===== src/rtl/float_conv_pkg.sv =====
// Shared constants and types for the single-precision float to unsigned 8-bit converter.
package float_conv_pkg;

  localparam int EXP_BIAS = 127;
  localparam int EXP_W    = 8;
  localparam int MAN_W    = 23;
  localparam int INT_W    = 8;

  typedef enum logic [2:0] {
    ZERO,
    NORMAL,
    NEG,
    POS_INF,
    NAN
  } f_class_e;

  // value carries one spare bit so an already-too-large exponent reaches S2 as 256
  typedef struct packed {
    logic [INT_W:0] value;
    logic           guard;
    logic           sticky;
    f_class_e       cls;
  } s1_reg_t;

endpackage


===== src/rtl/f2i_round_sat.sv =====
// Combinational round-half-to-even and clamp to 0..255 with result flags.
module f2i_round_sat
  import float_conv_pkg::*;
(
  input  s1_reg_t          s1,
  output logic [INT_W-1:0] result,
  output logic             flag_sat,
  output logic             flag_neg,
  output logic             flag_nan
);

  localparam logic [INT_W+1:0] MAX_U = (INT_W+2)'((1 << INT_W) - 1);

  function automatic logic [INT_W+1:0] round_half_even(input logic [INT_W:0] v,
                                                       input logic g,
                                                       input logic s);
    logic up;
    up = g & (s | v[0]);
    return {1'b0, v} + {{(INT_W+1){1'b0}}, up};
  endfunction

  // returns {saturated, clamped value}
  function automatic logic [INT_W:0] saturate(input logic [INT_W+1:0] r);
    if (r > MAX_U)
      return {1'b1, {INT_W{1'b1}}};
    return {1'b0, r[INT_W-1:0]};
  endfunction

  logic [INT_W+1:0] rounded;
  logic [INT_W:0]   clamped;

  always_comb begin
    rounded  = round_half_even(s1.value, s1.guard, s1.sticky);
    clamped  = saturate(rounded);
    result   = '0;
    flag_sat = 1'b0;
    flag_neg = 1'b0;
    flag_nan = 1'b0;
    case (s1.cls)
      NAN:     flag_nan = 1'b1;
      POS_INF: begin
        result   = {INT_W{1'b1}};
        flag_sat = 1'b1;
      end
      NEG:     flag_neg = 1'b1;
      NORMAL:  begin
        result   = clamped[INT_W-1:0];
        flag_sat = clamped[INT_W];
      end
      default: result = '0;
    endcase
  end

endmodule


===== src/rtl/float_to_int.sv =====
// Two-stage float32 to unsigned 8-bit converter with valid/ready handshakes on both sides.
module float_to_int
  import float_conv_pkg::*;
(
  input  logic                       clk,
  input  logic                       rst,
  input  logic                       in_valid,
  output logic                       in_ready,
  input  logic [EXP_W+MAN_W:0]       float_input,
  output logic                       out_valid,
  input  logic                       out_ready,
  output logic [INT_W-1:0]           int_output,
  output logic                       flag_sat,
  output logic                       flag_neg,
  output logic                       flag_nan
);

  localparam logic signed [EXP_W+1:0] E_OVF = (EXP_W+2)'(INT_W);
  localparam logic signed [EXP_W+1:0] E_MIN = -(EXP_W+2)'(1);

  logic                      sign_p0;
  logic [EXP_W-1:0]          exp_p0;
  logic [MAN_W-1:0]          man_p0;
  logic signed [EXP_W+1:0]   e_p0;
  logic [3:0]                shamt_p0;
  logic [MAN_W+INT_W+1:0]    wide_p0;
  s1_reg_t                   s1_p0;

  s1_reg_t                   s1_p1;
  logic                      vld_p1;
  logic [INT_W-1:0]          res_p1;
  logic                      sat_p1;
  logic                      neg_p1;
  logic                      nan_p1;

  logic                      vld_p2;
  logic                      s1_load;
  logic                      s2_load;

  assign s2_load   = !vld_p2 || out_ready;
  assign s1_load   = !vld_p1 || s2_load;
  assign in_ready  = s1_load;
  assign out_valid = vld_p2;

  // Stage 0 -> 1: classify and align {1,m} so the integer part lands in wide_p0[32:24]
  assign {sign_p0, exp_p0, man_p0} = float_input;
  assign e_p0     = $signed({2'b00, exp_p0}) - $signed((EXP_W+2)'(EXP_BIAS));
  assign shamt_p0 = 4'((EXP_W+2)'(INT_W - 1) - e_p0);
  assign wide_p0  = {1'b0, 1'b1, man_p0, {INT_W{1'b0}}} >> shamt_p0;

  always_comb begin
    s1_p0 = '0;
    if (exp_p0 == '1 && man_p0 != '0) begin
      s1_p0.cls = NAN;
    end else if (exp_p0 == '1 && !sign_p0) begin
      s1_p0.cls = POS_INF;
    end else if (sign_p0 && (exp_p0 != '0 || man_p0 != '0)) begin
      s1_p0.cls = NEG;
    end else if (exp_p0 == '0) begin
      s1_p0.cls = ZERO;
    end else begin
      s1_p0.cls = NORMAL;
      if (e_p0 >= E_OVF) begin
        s1_p0.value = {1'b1, {INT_W{1'b0}}};
      end else if (e_p0 >= E_MIN) begin
        s1_p0.value  = wide_p0[MAN_W+INT_W+1:MAN_W+1];
        s1_p0.guard  = wide_p0[MAN_W];
        s1_p0.sticky = |wide_p0[MAN_W-1:0];
      end
    end
  end

  always_ff @(posedge clk) begin
    if (s1_load && in_valid)
      s1_p1 <= s1_p0;
  end

  // Stage 1 -> 2: round, saturate and register the result
  f2i_round_sat u_round_sat (
    .s1       (s1_p1),
    .result   (res_p1),
    .flag_sat (sat_p1),
    .flag_neg (neg_p1),
    .flag_nan (nan_p1)
  );

  always_ff @(posedge clk) begin
    if (rst) begin
      vld_p1     <= 1'b0;
      vld_p2     <= 1'b0;
      int_output <= '0;
      flag_sat   <= 1'b0;
      flag_neg   <= 1'b0;
      flag_nan   <= 1'b0;
    end else begin
      if (s1_load)
        vld_p1 <= in_valid;
      if (s2_load) begin
        vld_p2 <= vld_p1;
        if (vld_p1) begin
          int_output <= res_p1;
          flag_sat   <= sat_p1;
          flag_neg   <= neg_p1;
          flag_nan   <= nan_p1;
        end
      end
    end
  end

endmodule


===== config.mk =====
export PLATFORM = sky130hd
export DESIGN_NAME = float_to_int
export DESIGN_NICKNAME = d
export VERILOG_FILES = /design/src/rtl/float_conv_pkg.sv /design/src/rtl/f2i_round_sat.sv /design/src/rtl/float_to_int.sv
export SDC_FILE = /design/constraint.sdc
export NUM_CORES = 1
export LEC_CHECK = 0
export CORE_MARGIN = 2
export CORE_UTILIZATION = 50
export DETAILED_ROUTE_END_ITERATION = 8
export PLACE_DENSITY = 0.86
export SLEW_MARGIN = 30
export SYNTH_ARGS = -nofsm -noshare
export SYNTH_HDL_FRONTEND = slang
export SYNTH_SLANG_ARGS = --single-unit

===== constraint.sdc =====
create_clock -name clk -period 4 [get_ports clk]
set_input_delay 1 -clock clk [delete_from_list [all_inputs] [get_ports clk]]
set_output_delay 1 -clock clk [all_outputs]
set_load 0.1 [all_outputs]

==> metrics.md, run 1 <==
| Metric | Value |
|---|---|
| Run status | completed |
| Compound-Gate Fraction of Synth Area | 0.209 |
| TritonRoute pass-1 iters | 4 |
| Initial antenna violation count | 0 |
| Total track usage | 0.214 |
| Relative slew slack | 0.356 |
| Max cap viols | 0 |
| Die height | 70.8 um |
| CP max FO | 10 |
| Synth Warn # | 0 |
| DP Wirelength | 4.05 mm |
| H-tree depth | 1 |
| Vias in the first global route | approximately 2.1k |
| Fin Setup TNS | 0 ns |
| Initial Util | 0.516 |
| Hold depth | 2 |
| Static Leak | 0.00106 uW |
| Synthesized area | ~2200 sq um |
| CP Cell Sequence | clkdlybuf4s50_1, ha_1, buf_4, nand2b_1, o22ai_1, and3_1, and3_1, ha_1, or2_2, o211ai_4, nor4_1 |
| Largest vdd supply drop | 0.152 mV |
| Die width | 70.8 um |
| EDFF count, synth | 14 |
| Clock-pin slew on the worst setup and hold paths | 0.09 ns |
| Routability cong. | approximately 0.9 |
| Die area | approximately 5000 sq um |
| Port bufs | 48 |
| Total CTS buffers | 3 |
| Final nets | 370 |
| Clock buffer depth | 2 |
| CTS Sinks | 27 |
| Critical path arrival | about 3.6 ns |
| Final period util | 0.906 |
| DR vias | approximately 2.3k |
| Synth Area in Simple Gates | 0.302 |
| Total I/O pin count | 49 |
| Slew @ Worst Pin | 0.963 ns |
| Flops & latches, synth | 27 |
| Sequential fraction of the synthesis area | 0.305 |
| Pre-CTS WS | 0.0823 ns |
| Syn Inst Count | 281 |
| Crit. End Element | flip-flop |
| Hold-fix buffers, CTS | 0 |
| Reg2reg start | s1_p1[5] |
| Async set-reset flop share out of synthesis | 0 |
| Crit path max-delay cell type | clkdlybuf4s50_1 |
| Core area | 4320 sq um |
| Worst reg2reg endpoint | int_output[5] |
| Origin of the worst min-delay path | int_output[2] |
| Rows | 24 |
| Final setup margin | between 0.3 and 0.4 ns |
| Critical Path Start Type | input port |
| Routed Wire Length | 5.23 mm |
| Max Fclk | 276 MHz |
| Setup Viol. Count Final | 0 |
| Synth unique cells | 50 |
| Ys flop type | edfxtp_1 |
| Setup Crit Path Kind | in2reg |
| CP required | 4.00 ns |
| Post-synthesis xor/xnor area fraction | 0.0471 |
| Final Critical Period | roughly 3.6 ns |
| # Post-CTS Setup Buffers | 0 |
| Area growth from synthesis to layout | 26.1% |
| Post-DR vias/cell | between 6 and 7 |
| Final Max Tran Viols | 0 |
| PD cells | 248 nW/um^2 |
| Mux contribution to synthesized area | 0.0538 |
| Type of the most critical hold path | reg2reg |
| Largest delay share family, worst path | simple AND/OR/NAND/NOR gates |
| RSZ-0062 raised after global routing | no |
| Layout cell share with drive strength beyond 1 | 0.0673 |
| Root Driver | clkbuf_8 |
| Clock Skew | about 0.0011 ns |
| Initial DRC Count | 90 |
| Reg2reg setup slack | 1.87 ns |
| Post-Syn Nets | about 320 |
| Worst Path Buf+Inv | 2 |
| CTS tree | yes |
| Remaining DRCs | 0 |
| Syn_area_per_cell | just under 8 sq um |
| Final Total Pwr | approximately 700 uW |
| GR Overflow Total | 0 |
| # resized after CTS | 0 |
| Antenna Nets Post-Route | 0 |
| Crit path largest cell delay | 0.54 ns |
| Largest family of logic cells by synthesized area | simple AND/OR/NAND/NOR gates |
| Final hold violations | 0 |
| Routed WL per cell | 13.8 um |
| Adder-cell area share of the yosys netlist | 0.0336 |
| Hold Path End | int_output[2] |
| Clock Latency Late Sink | 0.27 ns |
| Antenna cell count | 0 |
| Largest net degree at the start of global routing | 28 |
| Reg2Reg Depth | 9 |
| Global-route wire length before repair | around 9.1 mm |
[synth_stat cells (all sizes together), types with 6 or more instances]
library cell | number | area [sq um]
o21ai | 20 | 100
a21oi | 17 | 85.1
and3 | 7 | 43.8
nand3 | 10 | 62.6
nor2b | 6 | 37.5
mux2i | 12 | 120
edfxtp | 14 | 420
ha | 6 | 75.1
xnor2 | 6 | 52.6
nand2 | 33 | 124
clkbuf | 7 | 26.3
inv | 6 | 22.5
nor4 | 8 | 50.1
nor3 | 14 | 70.1
nand2b | 6 | 37.5
dfxtp | 13 | 260
buf | 10 | 62.6
xor2 | 6 | 52.6
nor2 | 28 | 105
[layout make-up]
class,instances,area [sq um]
clock buffer,4,45.0
fill,413,1510
inverter,6,22.5
multi-input combinational,231,1440
sequential,27,681
tap,52,65.1
timing repair buffer,59,561
[power breakdown]
part / leakage (uW) / internal [uW] / switching, uW
combinational: 0.000790 / 95.8 / 137
clock: 0.0000228 / 71.4 / 82.0
sequential: 0.000247 / 304 / 8.06
[cells in the final DEF, fill, tap and decap left out, types with 7 or more instances in the layout]
cell type	netlist	final
clkdlybuf4s50_1	0	47
nand2_1	33	33
nor2_1	28	28
o21ai_0	20	20
a21oi_1	17	17
nor3_1	14	14
edfxtp_1	14	14
dfxtp_1	13	13
mux2i_1	12	12
buf_4	5	12
nand3_1	9	9
nor4_1	8	8
and3_1	7	7
[through the flow]
| step | instances | cell area, sq um | util | hold slack (ns) |
|---|---|---|---|---|
| 6_report | 379 | 2810 | 0.651 | 0.439 |
| 5_1_grt | 379 | 2810 | 0.651 | 0.456 |
| 4_1_cts | 379 | 2810 | 0.651 | 0.443 |
| 3_5_place_dp | 375 | 2770 | 0.640 | 0.431 |
| 3_3_place_gp | 375 | 2770 | 0.640 | 0.426 |
| 2_1_floorplan | 281 | 2230 | - | 0.487 |
[metal layers]
metal | wire (um) | global-route usage | share of wire
met3 | 270 | 0.0185 | 0.052
met1 | 2220 | 0.257 | 0.43
met4 | 108 | 0.0818 | 0.021
met5 | 0 | 0 | 0
met2 | 2620 | 0.393 | 0.50
[registers in the layout, summed over array words and instances (netlist names)]
register	count
flag_neg	1
int_output	8
s1_p1	14
out_valid	1
vld_p1	1
flag_nan	1
flag_sat	1
[kinds of logic (layout without fill, tap and decap cells)]
family / count (synthesis) / after routing
AOI/OAI and AO/OA: 69 / 69
xor gates and xnor gates: 12 / 12
adders and majority gates: 6 / 6
buffers and inverters: 23 / 69
DFF: 27 / 27
muxes: 12 / 12
and+or+nand+nor: 132 / 132
[worst reg2reg max path, cell delays in order (launching register included)]
cell and delay [ns]:
edfxtp_1 0.36, o21a_1 0.11, ha_1 0.18, ha_1 0.25, nand2_1 0.09, nor3_1 0.24, mux2i_1 0.28, nand2_1 0.18
o21ai_0 0.22, a21oi_1 0.09
[worst max-delay path by stage]
| stage | slack, ns | to | from | cells after the start |
|---|---|---|---|---|
| after floorplan | 0.81 | s1_p1[11] | float_input[27] | 10 |
| after global placement | 0.22 | s1_p1[9] | float_input[24] | 11 |
| after detailed placement | 0.08 | s1_p1[9] | float_input[24] | 11 |
| after CTS | 0.37 | s1_p1[9] | float_input[24] | 11 |
| after global routing | 0.19 | s1_p1[9] | float_input[24] | 11 |
| final | 0.38 | s1_p1[9] | float_input[24] | 11 |
Note: power is estimated with default switching activity, not from simulation.
==> run 2: changes to the inputs <==
--- a/config.mk
+++ b/config.mk
@@ -5,11 +5,13 @@
 export SDC_FILE = /design/constraint.sdc
 export NUM_CORES = 1
 export LEC_CHECK = 0
+export CAP_MARGIN = 30
 export CORE_MARGIN = 2
 export CORE_UTILIZATION = 50
 export DETAILED_ROUTE_END_ITERATION = 8
-export PLACE_DENSITY = 0.86
+export PLACE_DENSITY = 0.87
 export SLEW_MARGIN = 30
 export SYNTH_ARGS = -nofsm -noshare
 export SYNTH_HDL_FRONTEND = slang
+export SYNTH_HIERARCHICAL = 1
 export SYNTH_SLANG_ARGS = --single-unit
==> run 2 against run 1 <==
Power shrank 1.8%. Non-clock buffer count shrank 6. Die area shrank 6.9%. Clock power grew 7%. Largest cell class unchanged.
==> metrics.md, run 2 <==
| Metric | Value |
|---|---|
| RSZ-0062 raised after global routing | no |
| CTS tree | yes |
| Max cap viols | 0 (unchanged) |
| Vias in the first global route | 1,710 (-20%) |
| Routed WL per cell | 13.8 um (+0.13%) |
| Regs by FF count | s1_p1: 14 flops, int_output: 8 flops |
| Mux contribution to synthesized area | 0.117 (+0.0629) |
| Final Critical Period | 3.63 ns (+0.00794 ns) |
| Area growth from synthesis to layout | 27.4% |
| Switching share of power | 0.318 (-0.00721) |
| Most common cell in the netlist | nor2_1 |
| Die area | 4670 sq um (-6.9%) |
| Setup Viol. Count Final | 0 (unchanged) |
| Largest family of logic cells by synthesized area | simple AND/OR/NAND/NOR gates |
| Ys flop type | edfxtp_1 |
| Setup Crit Path Kind | in2reg |
| Syn_area_per_cell | 8.92 sq um (+12%) |
| Initial DRC Count | 71 (-21%) |
| Synth Area in Simple Gates | 0.261 (-0.0415) |
| Commonest non-fill, non-tap cells in the layout | 47 x clkdlybuf4s50_1, 33 x nor2_1, 18 x a21oi_1 |
| Clock Skew | 0.0104 ns (+0.00928 ns) |
| Combinational power share | 0.303 (-0.031) |
| DR vias | 1,915 (-16%) |
| DP Wirelength | 3.57 mm (-12%) |
| Sequential fraction of the synthesis area | 0.329 (+0.0240) |
| Total CTS buffers | 3 (unchanged) |
| Adder-cell area share of the yosys netlist | 0.0363 (+0.00264) |
| # resized after CTS | 0 (unchanged) |
| Clock Latency Late Sink | 0.28 ns (about the same) |
| Largest register by flop count | s1_p1 |
| Final core occ | 0.659 (+0.00830) |
| Global-route wire length before repair | 7.31 mm (-19%) |
| Largest net degree at the start of global routing | 25 (-11%) |
| Root Driver | clkbuf_8 |
| CP max FO | 10 (unchanged) |
| Synth unique cells | 51 (+2.0%) |
| Net Sw Power | 218 uW (-4.0%) |
| Die height | 68.3 um (-3.5%) |
| Final Total Pwr | 686 uW (-1.8%) |
| TritonRoute pass-1 iters | 4 (unchanged) |
| Layout cell share with drive strength beyond 1 | 0.0870 (+0.0197) |
| Die width | 68.3 um (-3.5%) |
| Largest vdd supply drop | 0.140 mV (-8.1%) |
| Crit. End Element | flip-flop |
| Fin Setup TNS | 0 ns (unchanged) |
| PD cells | 260 nW/um^2 (+4.8%) |
| Final setup margin | 0.370 ns (-0.00794 ns) |
| CP required | 4.04 ns (+0.04 ns) |
| Final Max Tran Viols | 0 (unchanged) |
| Clock-pin slew on the worst setup and hold paths | 0.10 ns (about the same) |
| Slew @ Worst Pin | 0.974 ns (+0.0111 ns) |
| Remaining DRCs | 0 (unchanged) |
| Total track usage | 0.207 (-0.00702) |
| Critical Path Start Type | input port |
| Reg power frac | 0.459 (+0.012) |
| Clock buffer depth | 2 (unchanged) |
| Area leader, netlist | edfxtp_1 |
| Core area | 4000 sq um (-7.5%) |
| Run status | completed |
| Async set-reset flop share out of synthesis | 0 (unchanged) |
| Syn Inst Count | 232 (-17%) |
| Final nets | 319 (-14%) |
| Largest register FFs | 14 (unchanged) |
| Post-Syn Nets | 274 (-15%) |
| Port bufs | 48 (unchanged) |
| Compound-Gate Fraction of Synth Area | 0.172 (-0.0368) |
| Cells taking the most area after synthesis | edfxtp_1 20%, dfxtp_1 13%, mux2i_1 6.8% |
| Post-synthesis xor/xnor area fraction | 0.0466 (-0.000531) |
| Crit path largest cell delay | 0.56 ns (+0.02 ns) |
| Final hold violations | 0 (unchanged) |
| CTS Sinks | 27 (unchanged) |
| Hold-fix buffers, CTS | 0 (unchanged) |
| Antenna cell count | 0 (unchanged) |
| Total I/O pin count | 49 (unchanged) |
| GR Overflow Total | 0 (unchanged) |
| Post-DR vias/cell | 5.87 (-2.4%) |
| Initial Util | 0.517 (+0.00116) |
| Final period util | 0.908 (+0.00199) |
| Most common cell after layout, fill and taps aside | clkdlybuf4s50_1 |
| EDFF count, synth | 14 (unchanged) |
| Critical path arrival | 3.67 ns (+0.05 ns) |
| CP Cell Sequence | clkdlybuf4s50_1, inv_1, ha_1, mux4_2, or4_4, o21bai_2, a41oi_1, a2111o_1, o211a_1 |
| Clock power frac | 0.238 (+0.018) |
| Largest delay share family, worst path | compound AO/OA/AOI/OAI gates |
| Relative slew slack | 0.349 (-0.00743) |
| Flops & latches, synth | 27 (unchanged) |
| Post-synth top cells | 33 x nor2_1, 18 x a21oi_1, 14 x edfxtp_1, 14 x mux2i_1, 13 x dfxtp_1 |
| Synthesized area | 2070 sq um (-7.3%) |
| Post-Layout Inst Area | 2640 sq um (-6.3%) |
| Max Fclk | 275 MHz (-0.22%) |
| Type of the most critical hold path | reg2reg |
| Crit path max-delay cell type | or4_4 |
| Pre-CTS WS | 0.105 ns (+0.0229 ns) |
| Worst Path Buf+Inv | 2 (unchanged) |
| Cell Int Power | 468 uW (-0.76%) |
| Initial antenna violation count | 0 (unchanged) |
| Routed Wire Length | 4.50 mm (-14%) |
| Rows | 23 (-4.2%) |
| Static Leak | 0.00105 uW (-0.85%) |
| Routability cong. | 0.874 (-2.4%) |
| Post-synth top area share | 0.203 (+0.0148) |
| Antenna Nets Post-Route | 0 (unchanged) |
| H-tree depth | 1 (unchanged) |
| DP Area | 2590 sq um (-6.5%) |
| Synth Warn # | 6 (+6) |
| # Post-CTS Setup Buffers | 0 (unchanged) |
## run 2: cell types whose count changed after synthesis, sizes merged, moves of 3 or more
| cell | before | now |
|---|---|---|
| nand3 | 10 | 7 |
| nor3b | 1 | 4 |
| nor4b | 3 | 0 |
| o21ai | 20 | 6 |
| nor2 | 28 | 33 |
| nand2 | 33 | 11 |
| nor3 | 14 | 7 |
| nor2b | 6 | 2 |
| o211ai | 3 | 0 |
| o2111ai | 3 | 0 |
| mux4 | 0 | 4 |
| and3 | 7 | 12 |
| buf | 10 | 6 |
## run 2: final timing paths
path,startpoint,end,slack [ns],cells past startpoint
setup / recovery,float_input[23],s1_p1[3],0.37,9
hold / removal,flag_sat,flag_sat,0.50,2
setup reg to reg,s1_p1[5],int_output[1],2.03,8
hold reg to reg,flag_sat,flag_sat,0.50,2
## run 2: final cells by class
cell class | instances | area [sq um]
Fill cell | 326 | 1360
Multi-Input combinational cell | 186 | 1310
Sequential cell | 27 | 681
Timing Repair Buffer | 53 | 515
Tap cell | 50 | 62.6
Clock buffer | 3 | 41.3
Inverter | 6 | 22.5
Clock inverter | 1 | 6.26
## run 2: per-layer routing
layer	vias to the layer above	track usage	wire (um)
met2	50	0.371	2290
met4	0	0.0900	125
li1	963	-	-
met3	11	0.0197	143
met1	891	0.249	1940
met5	-	0	0
## run 2: through the flow
step / std cells / hold slack (ns)
after CTS: 326 / 0.507
after detailed placement: 322 / 0.483
after floorplan: 232 / 0.487
after global routing: 326 / 0.538
after global placement: 322 / 0.475
final: 326 / 0.502
## run 2: tightest hold or removal path, cell delays in order (launching register included)
cell,delay [ns]
dfxtp_1,0.34
mux2i_1,0.07
nor2_1,0.07
## run 2: power groups by stage
stage	Combinational [uW]	Clock [uW]	Sequential, uW
2_1_floorplan	105	0	348
3_3_place_gp	202	0	320
3_5_place_dp	206	0	321
4_1_cts	207	165	315
5_1_grt	225	171	317
6_report	208	163	315
## run 2: cells by family after synthesis
family          after synthesis
flops                        27
xor+xnor                     11
fa+ha+maj                     6
buf+inv                      19
simple gates                100
mux                          19
compound gates               50
